$ cat config.mk
export PLATFORM = sky130hd
export DESIGN_NAME = sdr_cpu_responder
export DESIGN_NICKNAME = d
export VERILOG_FILES = /design/src/rtl/sdr_cpu_responder.sv
export SDC_FILE = /design/constraint.sdc
export NUM_CORES = 1
export LEC_CHECK = 0
export CORE_MARGIN = 4
export CORE_UTILIZATION = 49
export CTS_CLUSTER_SIZE = 28
export DETAILED_ROUTE_END_ITERATION = 7
export PLACE_DENSITY = 0.8
export SETUP_SLACK_MARGIN = 0.4
export SLEW_MARGIN = 20
export SYNTH_ARGS = -nofsm -noshare
export SYNTH_HDL_FRONTEND = slang
export SYNTH_SLANG_ARGS = --single-unit
$ cat constraint.sdc
create_clock -name CLK_96M -period 5.09 [get_ports CLK_96M]
set_input_delay 1.2725 -clock CLK_96M [delete_from_list [all_inputs] [get_ports CLK_96M]]
set_output_delay 1.2725 -clock CLK_96M [all_outputs]
set_load 0.005 [all_outputs]
$ cat src/rtl/sdr_cpu_responder.sv
// sdr_cpu_responder: services CPU bridge request pulses against the SDRAM
// controller channel and keeps a one-word read buffer so repeated reads of
// the same word complete without an SDRAM access.
// Ports:
//   CLK_96M, reset (async, active-high)
//   CPU side : sdr_cpu_req/addr/din/wr_sel in, sdr_cpu_dout/sdr_cpu_rdy out
//   RAM side : ram_req/addr/din/be/we out, ram_ack/ram_dout/ram_dout_valid in
//   Control  : cache_en in; busy, protocol_err, hit_count out
module sdr_cpu_responder #(
    parameter int ADDR_W    = 24,
    parameter int HIT_CNT_W = 16
) (
    input  logic                 CLK_96M,
    input  logic                 reset,
    input  logic                 sdr_cpu_req,
    input  logic [ADDR_W-1:0]    sdr_cpu_addr,
    input  logic [15:0]          sdr_cpu_din,
    input  logic [1:0]           sdr_cpu_wr_sel,
    output logic [15:0]          sdr_cpu_dout,
    output logic                 sdr_cpu_rdy,
    output logic                 ram_req,
    input  logic                 ram_ack,
    output logic [ADDR_W-1:0]    ram_addr,
    output logic [15:0]          ram_din,
    output logic [1:0]           ram_be,
    output logic                 ram_we,
    input  logic [15:0]          ram_dout,
    input  logic                 ram_dout_valid,
    input  logic                 cache_en,
    output logic                 busy,
    output logic                 protocol_err,
    output logic [HIT_CNT_W-1:0] hit_count
);
    typedef enum logic [1:0] {IDLE, ISSUE, WAIT_RD, DONE} state_t;

    state_t                state_q, state_d;
    logic                  rdy_q, rdy_d;
    logic [15:0]           dout_q, dout_d;
    logic                  req_q, req_d;
    logic                  we_q, we_d;
    logic [1:0]            be_q, be_d;
    logic [ADDR_W-1:0]     addr_q, addr_d;
    logic [15:0]           din_q, din_d;
    logic                  perr_q, perr_d;
    logic [HIT_CNT_W-1:0]  hit_q, hit_d;
    logic                  valid_q, valid_d;
    logic [ADDR_W-1:0]     tag_q, tag_d;
    logic [15:0]           data_q, data_d;
    logic                  tag_match, hit, capture;

    assign tag_match = valid_q && (tag_q == sdr_cpu_addr);
    assign hit       = cache_en && tag_match && (sdr_cpu_wr_sel == 2'b00);

    always_comb begin
        state_d = state_q;
        rdy_d   = 1'b0;
        dout_d  = dout_q;
        req_d   = req_q;
        we_d    = we_q;
        be_d    = be_q;
        addr_d  = addr_q;
        din_d   = din_q;
        perr_d  = perr_q;
        hit_d   = hit_q;
        valid_d = valid_q & cache_en;
        tag_d   = tag_q;
        data_d  = data_q;
        capture = 1'b0;
        if (sdr_cpu_req && state_q != IDLE)
            perr_d = 1'b1;
        case (state_q)
            IDLE: begin
                if (sdr_cpu_req) begin
                    if (hit) begin
                        rdy_d  = 1'b1;
                        dout_d = data_q;
                        hit_d  = &hit_q ? hit_q : hit_q + 1'b1;
                    end else begin
                        addr_d  = sdr_cpu_addr;
                        din_d   = sdr_cpu_din;
                        be_d    = (sdr_cpu_wr_sel == 2'b00) ? 2'b11 : sdr_cpu_wr_sel;
                        we_d    = |sdr_cpu_wr_sel;
                        req_d   = 1'b1;
                        state_d = ISSUE;
                        // Keep the buffered word coherent with writes to it
                        if (|sdr_cpu_wr_sel && tag_match)
                            data_d = {sdr_cpu_wr_sel[1] ? sdr_cpu_din[15:8] : data_q[15:8],
                                      sdr_cpu_wr_sel[0] ? sdr_cpu_din[7:0]  : data_q[7:0]};
                    end
                end
            end
            ISSUE: begin
                if (ram_ack) begin
                    req_d   = 1'b0;
                    state_d = we_q ? DONE : WAIT_RD;
                    capture = !we_q && ram_dout_valid;
                end
            end
            WAIT_RD: capture = ram_dout_valid;
            DONE: begin
                rdy_d   = 1'b1;
                state_d = IDLE;
            end
            default: state_d = IDLE;
        endcase
        if (capture) begin
            dout_d  = ram_dout;
            rdy_d   = 1'b1;
            state_d = IDLE;
            if (cache_en) begin
                tag_d   = addr_q;
                data_d  = ram_dout;
                valid_d = 1'b1;
            end
        end
    end

    always_ff @(posedge CLK_96M or posedge reset) begin
        if (reset) begin
            state_q <= IDLE;
            rdy_q   <= 1'b0;
            dout_q  <= '0;
            req_q   <= 1'b0;
            we_q    <= 1'b0;
            be_q    <= '0;
            addr_q  <= '0;
            din_q   <= '0;
            perr_q  <= 1'b0;
            hit_q   <= '0;
            valid_q <= 1'b0;
            tag_q   <= '0;
            data_q  <= '0;
        end else begin
            state_q <= state_d;
            rdy_q   <= rdy_d;
            dout_q  <= dout_d;
            req_q   <= req_d;
            we_q    <= we_d;
            be_q    <= be_d;
            addr_q  <= addr_d;
            din_q   <= din_d;
            perr_q  <= perr_d;
            hit_q   <= hit_d;
            valid_q <= valid_d;
            tag_q   <= tag_d;
            data_q  <= data_d;
        end
    end

    assign sdr_cpu_rdy  = rdy_q;
    assign sdr_cpu_dout = dout_q;
    assign ram_req      = req_q;
    assign ram_we       = we_q;
    assign ram_be       = be_q;
    assign ram_addr     = addr_q;
    assign ram_din      = din_q;
    assign busy         = (state_q != IDLE);
    assign protocol_err = perr_q;
    assign hit_count    = hit_q;
endmodule

==> results.json, run 1 <==
{
  "synth-xor-area-share_pct": 5.25,
  "path_max_fanout": 34,
  "report.final.slew_viol_count": 0,
  "grt_busiest_layer": "met2",
  "die_area_um2": 13400,
  "core_area_um2": 11400,
  "synthCells": 510,
  "synthAdderAreaFrac_pct": 1.10,
  "io_pins": 143,
  "fin_area_um2": 7840,
  "seq_area_frac_synth_pct": 53.4,
  "crit_type": "in -> reg",
  "timing.setup.tns_ps": 0,
  "drc": 0,
  "wl_per_cell_um": 17.4,
  "worst_ep_arrival_time_ps": 3850,
  "gp_congestion": 0.824,
  "synthMuxAreaShare_pct": 14.7,
  "die_w_um": 116,
  "worstHoldPathType": "reg -> reg",
  "grt_pass1_vias": 4658,
  "swShare_pct": 28.0,
  "rows": 39,
  "setup_viol": 0,
  "cts_sinks": 121,
  "r2r_setup_slack_ps": 2440,
  "synthSimpleGateAreaFrac_pct": 19.9,
  "nNetsFinal": 720,
  "synth_compound_area_share_pct": 2.52,
  "vdd_ir_drop_max_mv": 0.357,
  "layout-drive-gt1-share_pct": 19.7,
  "placed_cell_area_um2": 7180,
  "cts_max_level": 4,
  "grtUsageMet2_pct": 37.0,
  "numCtsBuffers": 17,
  "initial_core_util_pct": 49.9,
  "synthToLayoutAreaGrowth_pct": 38.2,
  "pre_cts_ws_ps": 1090,
  "power_frac_seq_pct": 36.7,
  "final_common_cell": "clkdlybuf4s50_1",
  "clkLatencyLatePin_ps": 410,
  "rsz0062_at_grt": "no",
  "status": "complete, no violations",
  "cts_tree": "done",
  "postCtsHoldBufs": 0,
  "worst_clock_skew_ps": 9.37,
  "vias": 4349,
  "cts_setup_buffers": 0,
  "grt_start_max_net_pins": 58,
  "max_freq_ghz": 0.281,
  "routed_wl_mm": 14.1,
  "synth_top_family_by_area": "simple AND/OR/NAND/NOR gates",
  "grt_pass1_wl_mm": 22.6,
  "gr-usage-all-layers_pct": 22.0,
  "p_leak_nw": 3.54,
  "power_density_nw_per_um2": 551,
  "ant_nets": 0,
  "overflow": 0,
  "clock_power_share_pct": 30.3,
  "netlist_area_um2": 5670,
  "die_y_um": 116,
  "layout_common_cells": "clkdlybuf4s50_1, dfrtp_1, nand2_1",
  "root_buffer": "clkbuf_16",
  "grt_use_met1_pct": 26.4,
  "multiInputGateArea_um2": 2470,
  "port_buffers": 142,
  "p_switching_w": 0.00121,
  "tightest_slew_ps": 1040,
  "power_frac_comb_pct": 33.0,
  "firstDrtPassIters": 4,
  "dp_hpwl_mm": 9.46,
  "fillers": 863,
  "seq_area_um2": 3030,
  "dr.first_iter.drc_count": 235,
  "antennaDiodeCount": 0,
  "worstSetupEndpointType": "register",
  "yosys_warnings": 0,
  "gr-usage-met3_pct": 5.90,
  "p_int_w": 0.00311,
  "synth_nets": 579,
  "cts_resized": 0,
  "drt-vias-per-instance": 5.39,
  "slew_headroom_pct": 30.5,
  "antenna_found_initial": 0,
  "clockBufferDepth": 2,
  "cap_viol_max_count": 0,
  "worst_setup_path_start_kind": "input pin",
  "finalCriticalPeriod_ps": 3560,
  "final-hold-violation-count": 0,
  "finalCritPeriodShare_pct": 69.9,
  "cts.clk_slew.worst_paths_ps": 50,
  "synth.distinct_cells": 39,
  "fin_util_pct": 68.9,
  "cp.required_ps": 5380,
  "ys_ff_latch": 121,
  "avgSynthCellArea_um2": 11.1,
  "worst_slack_ps": 1530
}
power by group through the flow:
stage	sequential (W)	clock [W]	combinational, W
6_report	0.00158	0.00131	0.00143
5_1_grt	0.00163	0.00137	0.00156
4_1_cts	0.00158	0.00132	0.00145
3_5_place_dp	0.00159	0	0.00143
3_3_place_gp	0.00157	0	0.00138
2_1_floorplan	0.00156	0	0.000741
metrics by stage:
stage / cells / total power [W] / hold WS (ps)
after global placement: 775 / 0.00295 / 439
after detailed placement: 775 / 0.00302 / 448
after floorplan: 510 / 0.00230 / 451
after CTS: 807 / 0.00435 / 457
after global routing: 807 / 0.00456 / 493
final: 807 / 0.00432 / 455
final timing paths:
| path | endpoint | start | depth (start not counted) |
|---|---|---|---|
| worst min-delay path | protocol_err | protocol_err | 1 |
| worst max-delay path | ram_addr[5] | sdr_cpu_addr[20] | 8 |
| max in group asynchronous | ram_addr[18] | reset | 3 |
| min in group asynchronous | data_q[15] | reset | 2 |
| worst max register to register | data_q[1] | state_q[1] | 8 |
| worst min register to register | protocol_err | protocol_err | 1 |
layout make-up:
cell class | instances | share of cell area [%]
clock buffers | 25 | 6.58
clock inverters | 7 | 1.72
inverters | 10 | 0.511
multi-input cells | 354 | 31.5
flip-flops and latches | 121 | 38.6
well taps | 143 | 2.28
repair buffers | 147 | 18.8
state kept, by name, indices dropped and copies added, names as in the netlist:
| register | count |
|---|---|
| ram_we | 1 |
| protocol_err | 1 |
| sdr_cpu_dout | 16 |
| ram_addr | 24 |
| data_q | 16 |
| state_q | 2 |
| ram_req | 1 |
| ram_din | 16 |
| ram_be | 2 |
| tag_q | 24 |
| valid_q | 1 |
| hit_count | 16 |
| sdr_cpu_rdy | 1 |
per-layer routing:
layer | routed length [um] | share of wire, %
met1 | 5770 | 41
met3 | 784 | 5.6
met2 | 7210 | 51
met4 | 318 | 2.3
met5 | 0 | 0
Yosys cell counts (all sizes together):
master     n  area share, %
a2111oi    1           0.49
a211o      2           0.31
a21o       2           0.26
a21oi      2           0.18
a2bb2oi    1           0.15
and2       3           0.33
and3       3           0.33
buf        9            1.4
clkbuf    16            1.1
dfrtp    121             53
ha         5            1.1
inv       10           0.66
mux2      74             15
nand2    100            6.7
nand2b     5           0.55
nand3     43            3.9
nand3b     1           0.13
nand4     18            2.3
nor2      18            1.2
nor2b      1           0.11
nor3       9           0.79
nor3b      3           0.40
nor4       4           0.71
o2111ai    2           0.31
o211a      1           0.18
o211ai     1           0.13
o21a       1           0.13
o21ai      3           0.26
o22ai      1           0.11
or3b      16            2.5
xnor2     15            2.3
xor2      19            2.9
cell families after synthesis:
logic type                 count (synthesis)
xor gates and xnor gates                  34
adders and majority gates                  5
muxes                                     74
buffers and inverters                     35
DFF                                      121
and+or+nand+nor                          224
AOI/OAI and AO/OA                         17
worst max-delay path, stage by stage:
cell,delay (ps)
clkdlybuf4s50_1,500
xnor2_1,120
o2111ai_1,190
a2111oi_4,580
nand4_1,240
nand3_2,300
buf_12,260
mux2_2,370
(Power assumes the default switching activity.)
==> run 2: changes to the inputs <==
- CORE_UTILIZATION: 49 -> 45
- PLACE_DENSITY: 0.8 -> 0.77
- clock period: 5.09 -> 2.9 ns (I/O delays scaled with it)
==> run 2 against run 1 <==
Against the previous run: die area rose by 8.3%; clock skew shrank 1.4 ps; sequential power rose by 77%; flip-flop and latch count stayed put; power rose by 80%; first-iteration DRC count increased by 13%; clock-buffer cell count is the same; wire length rose by 6.7%; critical path type is now reg -> out.
==> results.json, run 2 (synthesis results as in run 1) <==
{
  "initial_core_util_pct": 46.6,
  "r2r_setup_slack_ps": 560,
  "fin_area_um2": 8370,
  "seq_area_um2": 3030,
  "worst_clock_skew_ps": 8.02,
  "die_w_um": 120,
  "antennaDiodeCount": 0,
  "worstSetupEndpointType": "output pin",
  "layout_common_cells": "clkdlybuf4s50_1, dfrtp_1, nand2_1",
  "gp_congestion": 0.802,
  "slew_headroom_pct": 56.7,
  "cp.required_ps": 2170,
  "report.final.slew_viol_count": 0,
  "p_int_w": 0.00555,
  "tightest_slew_ps": 644,
  "final-hold-violation-count": 0,
  "firstDrtPassIters": 4,
  "io_pins": 143,
  "die_y_um": 120,
  "cap_viol_max_count": 0,
  "fillers": 872,
  "finalCritPeriodShare_pct": 86.6,
  "grt_pass1_wl_mm": 23.9,
  "final_common_cell": "clkdlybuf4s50_1",
  "fin_cells": 871,
  "totalPowerFinal_w": 0.00778,
  "power_frac_seq_pct": 35.9,
  "root_buffer": "clkbuf_16",
  "topRoutingLayerUsed": "met4",
  "rows": 40,
  "wl_per_cell_um": 17.2,
  "finalCriticalPeriod_ps": 2510,
  "wl_met1_mm": 6.43,
  "power_density_nw_per_um2": 930,
  "wl_met2_mm": 7.42,
  "p_leak_nw": 3.86,
  "numCtsBuffers": 17,
  "antenna_found_initial": 0,
  "port_buffers": 142,
  "grt_start_max_net_pins": 122,
  "dp_cells": 822,
  "placed_cell_area_um2": 7420,
  "rsz0062_at_grt": "yes",
  "p_switching_w": 0.00223,
  "status": "complete, no violations",
  "pre_cts_ws_ps": -61.5,
  "worst_slack_ps": 389,
  "cts_sinks": 121,
  "multiInputGateArea_um2": 2590,
  "timing.rr.start": "tag_q[17]",
  "dr.first_iter.drc_count": 266,
  "cts_tree": "done",
  "vias": 4502,
  "drc": 0,
  "nNetsFinal": 759,
  "max_freq_ghz": 0.398,
  "drt-vias-per-instance": 5.17,
  "crit_type": "reg -> out",
  "layout-drive-gt1-share_pct": 25.7,
  "power_frac_comb_pct": 36.2,
  "cts.clk_slew.worst_paths_ps": 50,
  "r2r_end": "ram_addr[14]",
  "gr-usage-all-layers_pct": 20.9,
  "path_max_fanout": 8,
  "swShare_pct": 28.6,
  "clkLatencyLatePin_ps": 420,
  "cp-endpoint": "busy",
  "ant_nets": 0,
  "clock_power_share_pct": 28.0,
  "hold_path_depth": 2,
  "routed_wl_mm": 15.0,
  "startpoint": "state_q[0]",
  "wl_met3_um": 746,
  "clockBufferDepth": 2,
  "die_area_um2": 14500,
  "grt_pass1_vias": 4816,
  "cts_max_level": 4,
  "vdd_ir_drop_max_mv": 0.552,
  "overflow": 0,
  "worstHoldPathType": "reg -> reg",
  "timing.setup.tns_ps": 0,
  "setup_viol": 0,
  "dp_hpwl_mm": 9.92,
  "core_area_um2": 12200,
  "worst_setup_path_start_kind": "register",
  "worst_ep_arrival_time_ps": 1790,
  "r2r.worst_path.cells": 9,
  "synthToLayoutAreaGrowth_pct": 47.5
}
-- run 2: changes by cell type in the layout (fill, tap and decap cells not counted), sizes merged --
cell	previous run	this run
dlymetal6s2s	0	4
clkbuf	25	26
clkdlybuf4s15	0	1
dlygate4sd2	0	12
bufinv	4	3
inv	10	9
clkdlybuf4s50	142	125
clkinvlp	0	2
buf	5	43
-- run 2: layout make-up --
cell class,instances,share of cell area [%]
sequential,121,36.2
clock inverter,7,1.35
clock buffer,25,6.04
inverter,10,0.494
timing repair buffer,186,22.4
tap,168,2.51
multi-input combinational,354,31.0
-- run 2: layer usage --
metal  vias to the layer above  track usage [%]
met5                         -                0
met4                         0             10.3
met3                        33             4.82
met2                       145             34.1
met1                      2202             26.2
li1                       2122                -
-- run 2: worst min path at each step --
stage,start,endpoint
6_report,ram_addr[13],tag_q[13]
5_1_grt,hit_count[15],hit_count[15]
4_1_cts,protocol_err,protocol_err
3_5_place_dp,protocol_err,protocol_err
3_3_place_gp,protocol_err,protocol_err
2_1_floorplan,protocol_err,protocol_err
-- run 2: through the flow --
stage / hold slack [ps] / util, %
6_report: 488 / 68.8
5_1_grt: 505 / 68.8
4_1_cts: 479 / 67.3
3_5_place_dp: 468 / 61.0
3_3_place_gp: 444 / 61.0
2_1_floorplan: 451 / -
-- run 2: repair_timing --
action / CTS / global route
gates resized for setup: 21 / 23
hold endpoints to repair: 0 / 0
hold buffers: 0 / 0
gates cloned: 2 / 1
pin swaps: 5 / 7
buffers inserted: 8 / 6
endpoints found under the setup margin: 45 / 66
-- run 2: worst max-delay path: stages (launching register included) --
cell and delay [ps]:
dfrtp_1 380, inv_1 120, ha_4 220, inv_2 110
clkdlybuf4s50_1 530
-- run 2: power groups by stage --
| stage | Clock, W | Combinational [W] | Sequential, W |
|---|---|---|---|
| floorplan | 0 | 0.00130 | 0.00274 |
| global placement | 0 | 0.00250 | 0.00276 |
| detailed placement | 0 | 0.00257 | 0.00280 |
| CTS | 0.00220 | 0.00272 | 0.00279 |
| global route | 0.00227 | 0.00305 | 0.00288 |
| finish | 0.00217 | 0.00281 | 0.00279 |
==> run 3: changes to the inputs <==
- CORE_MARGIN: 4 -> not set
==> run 3 against run 2 <==
Against the previous run: via count increased by 1.0%; core utilization about the same; wire length is 1.2% lower; sequential power barely moved; clock skew is 3.3 ps lower; sequential share of layout area barely moved; non-clock buffer count down 10; worst setup slack improved by 75 ps; critical path depth up 4; cell count down 1.0%; power is 0.35% lower; worst hold slack better by 1.3 ps.
==> results.json, run 3 (synthesis results as in run 1) <==
{
  "status": "complete, no violations",
  "cts_tree": "done",
  "nNetsFinal": 749,
  "finalCriticalPeriod_ps": 2440,
  "tightest_slew_ps": 694,
  "gp_congestion": 0.801,
  "overflow": 0,
  "vdd_ir_drop_max_mv": 0.534,
  "ant_nets": 0,
  "dp_hpwl_mm": 9.45,
  "grt_pass1_wl_mm": 23.0,
  "rows": 40,
  "cpMaxStageDelayCell": "clkdlybuf4s50_1",
  "io_pins": 143,
  "gr-usage-all-layers_pct": 22.9,
  "final-hold-violation-count": 0,
  "rsz0062_at_grt": "no",
  "synthToLayoutAreaGrowth_pct": 47.6,
  "dp_cells": 815,
  "port_buffers": 142,
  "path_cells": "clkdlybuf4s50_1 -> xor2_1 -> nor4_4 -> buf_6 -> nand4_1 -> nand3_4 -> clkbuf_16 -> mux2_2",
  "path_max_fanout": 6,
  "report.final.slew_viol_count": 0,
  "max_freq_ghz": 0.410,
  "routed_wl_mm": 14.8,
  "power_density_nw_per_um2": 926,
  "worst_setup_path_start_kind": "input pin",
  "final_common_cell": "clkdlybuf4s50_1",
  "core_area_um2": 12200,
  "dr.first_iter.drc_count": 234,
  "wl_per_cell_um": 17.2,
  "grt_pass1_vias": 4719,
  "crit_type": "in -> reg",
  "grt_start_max_net_pins": 122,
  "vias": 4549,
  "firstDrtPassIters": 4,
  "finalCritPeriodShare_pct": 84.0,
  "die_w_um": 114,
  "cap_viol_max_count": 0,
  "cp.required_ps": 3200,
  "layout-drive-gt1-share_pct": 24.8,
  "worstHoldPathType": "reg -> reg",
  "fin_cells": 862,
  "totalPowerFinal_w": 0.00775,
  "worst_ep_arrival_time_ps": 2740,
  "die_y_um": 114,
  "die_area_um2": 13100,
  "layout_common_cells": "clkdlybuf4s50_1, dfrtp_1, nand2_1",
  "cts_sinks": 121,
  "drc": 0,
  "worst_clock_skew_ps": 4.73,
  "cts.clk_slew.worst_paths_ps": 50,
  "numCtsBuffers": 17,
  "setup_viol": 0,
  "slew_headroom_pct": 53.3,
  "p_leak_nw": 3.85,
  "antenna_found_initial": 1,
  "clkLatencyLatePin_ps": 420,
  "root_buffer": "clkbuf_16",
  "initial_core_util_pct": 46.6,
  "drt-vias-per-instance": 5.28,
  "timing.setup.tns_ps": 0,
  "critPathMaxStageDelay_ps": 450,
  "clockBufferDepth": 2,
  "worstSetupEndpointType": "register",
  "cts_max_level": 4
}
run 3: cell type report:
class,count,area (um^2)
Multi-Input combinational cell,354,2580
Timing Repair Buffer,176,1900
Inverter,10,41.3
Clock inverter,14,180
Clock buffer,18,429
Tap cell,168,210
Sequential cell,121,3030
Fill cell,878,3790
Antenna cell,1,2.50
run 3: stage by stage:
step	util, %	instance area, um^2	hold slack [ps]	setup slack (ps)
6_report	68.8	8370	489	464
5_1_grt	68.8	8370	501	348
4_1_cts	65.9	8020	487	388
3_5_place_dp	60.9	7400	475	-50.0
3_3_place_gp	60.9	7400	453	-6.31
2_1_floorplan	-	5670	451	518
run 3: final timing paths:
kind / from / end / slack [ps] / cells past startpoint
max: sdr_cpu_addr[2] / ram_din[11] / 460 / 8
min: ram_addr[19] / tag_q[19] / 490 / 2
max reg2reg: tag_q[17] / ram_din[11] / 580 / 8
min reg2reg: ram_addr[19] / tag_q[19] / 490 / 2
max in group asynchronous: reset / tag_q[10] / 1540 / 3
min in group asynchronous: reset / tag_q[3] / 790 / 3
run 3: report_power, final:
| group | switching [W] | internal [W] | leakage (nW) |
|---|---|---|---|
| Clock | 0.000760 | 0.00142 | 0.291 |
| Sequential | 0.000428 | 0.00235 | 1.52 |
| Combinational | 0.00107 | 0.00172 | 2.04 |
| Total | 0.00225 | 0.00550 | 3.85 |
run 3: worst max-delay path: cells and delay by family:
kind | cells | cell delay [ps]
xor gates and xnor gates | 1 | 180
buffers and inverters | 3 | 800
muxes | 1 | 320
and+or+nand+nor | 3 | 700
run 3: what timing repair did:
item / in CTS / in global routing
buffers inserted: 0 / 9
pin swaps: 0 / 9
gates resized for setup: 2 / 33
gates cloned: 0 / 5
hold buffers: 0 / 0
endpoints found under the setup margin: 25 / 71
run 3: layer usage:
metal	wire length [um]	GRT usage (%)	vias up
met5	0	0	-
met4	359	10.7	0
met3	700	5.88	31
met2	7590	38.6	152
met1	6190	27.6	2269
li1	-	-	2097
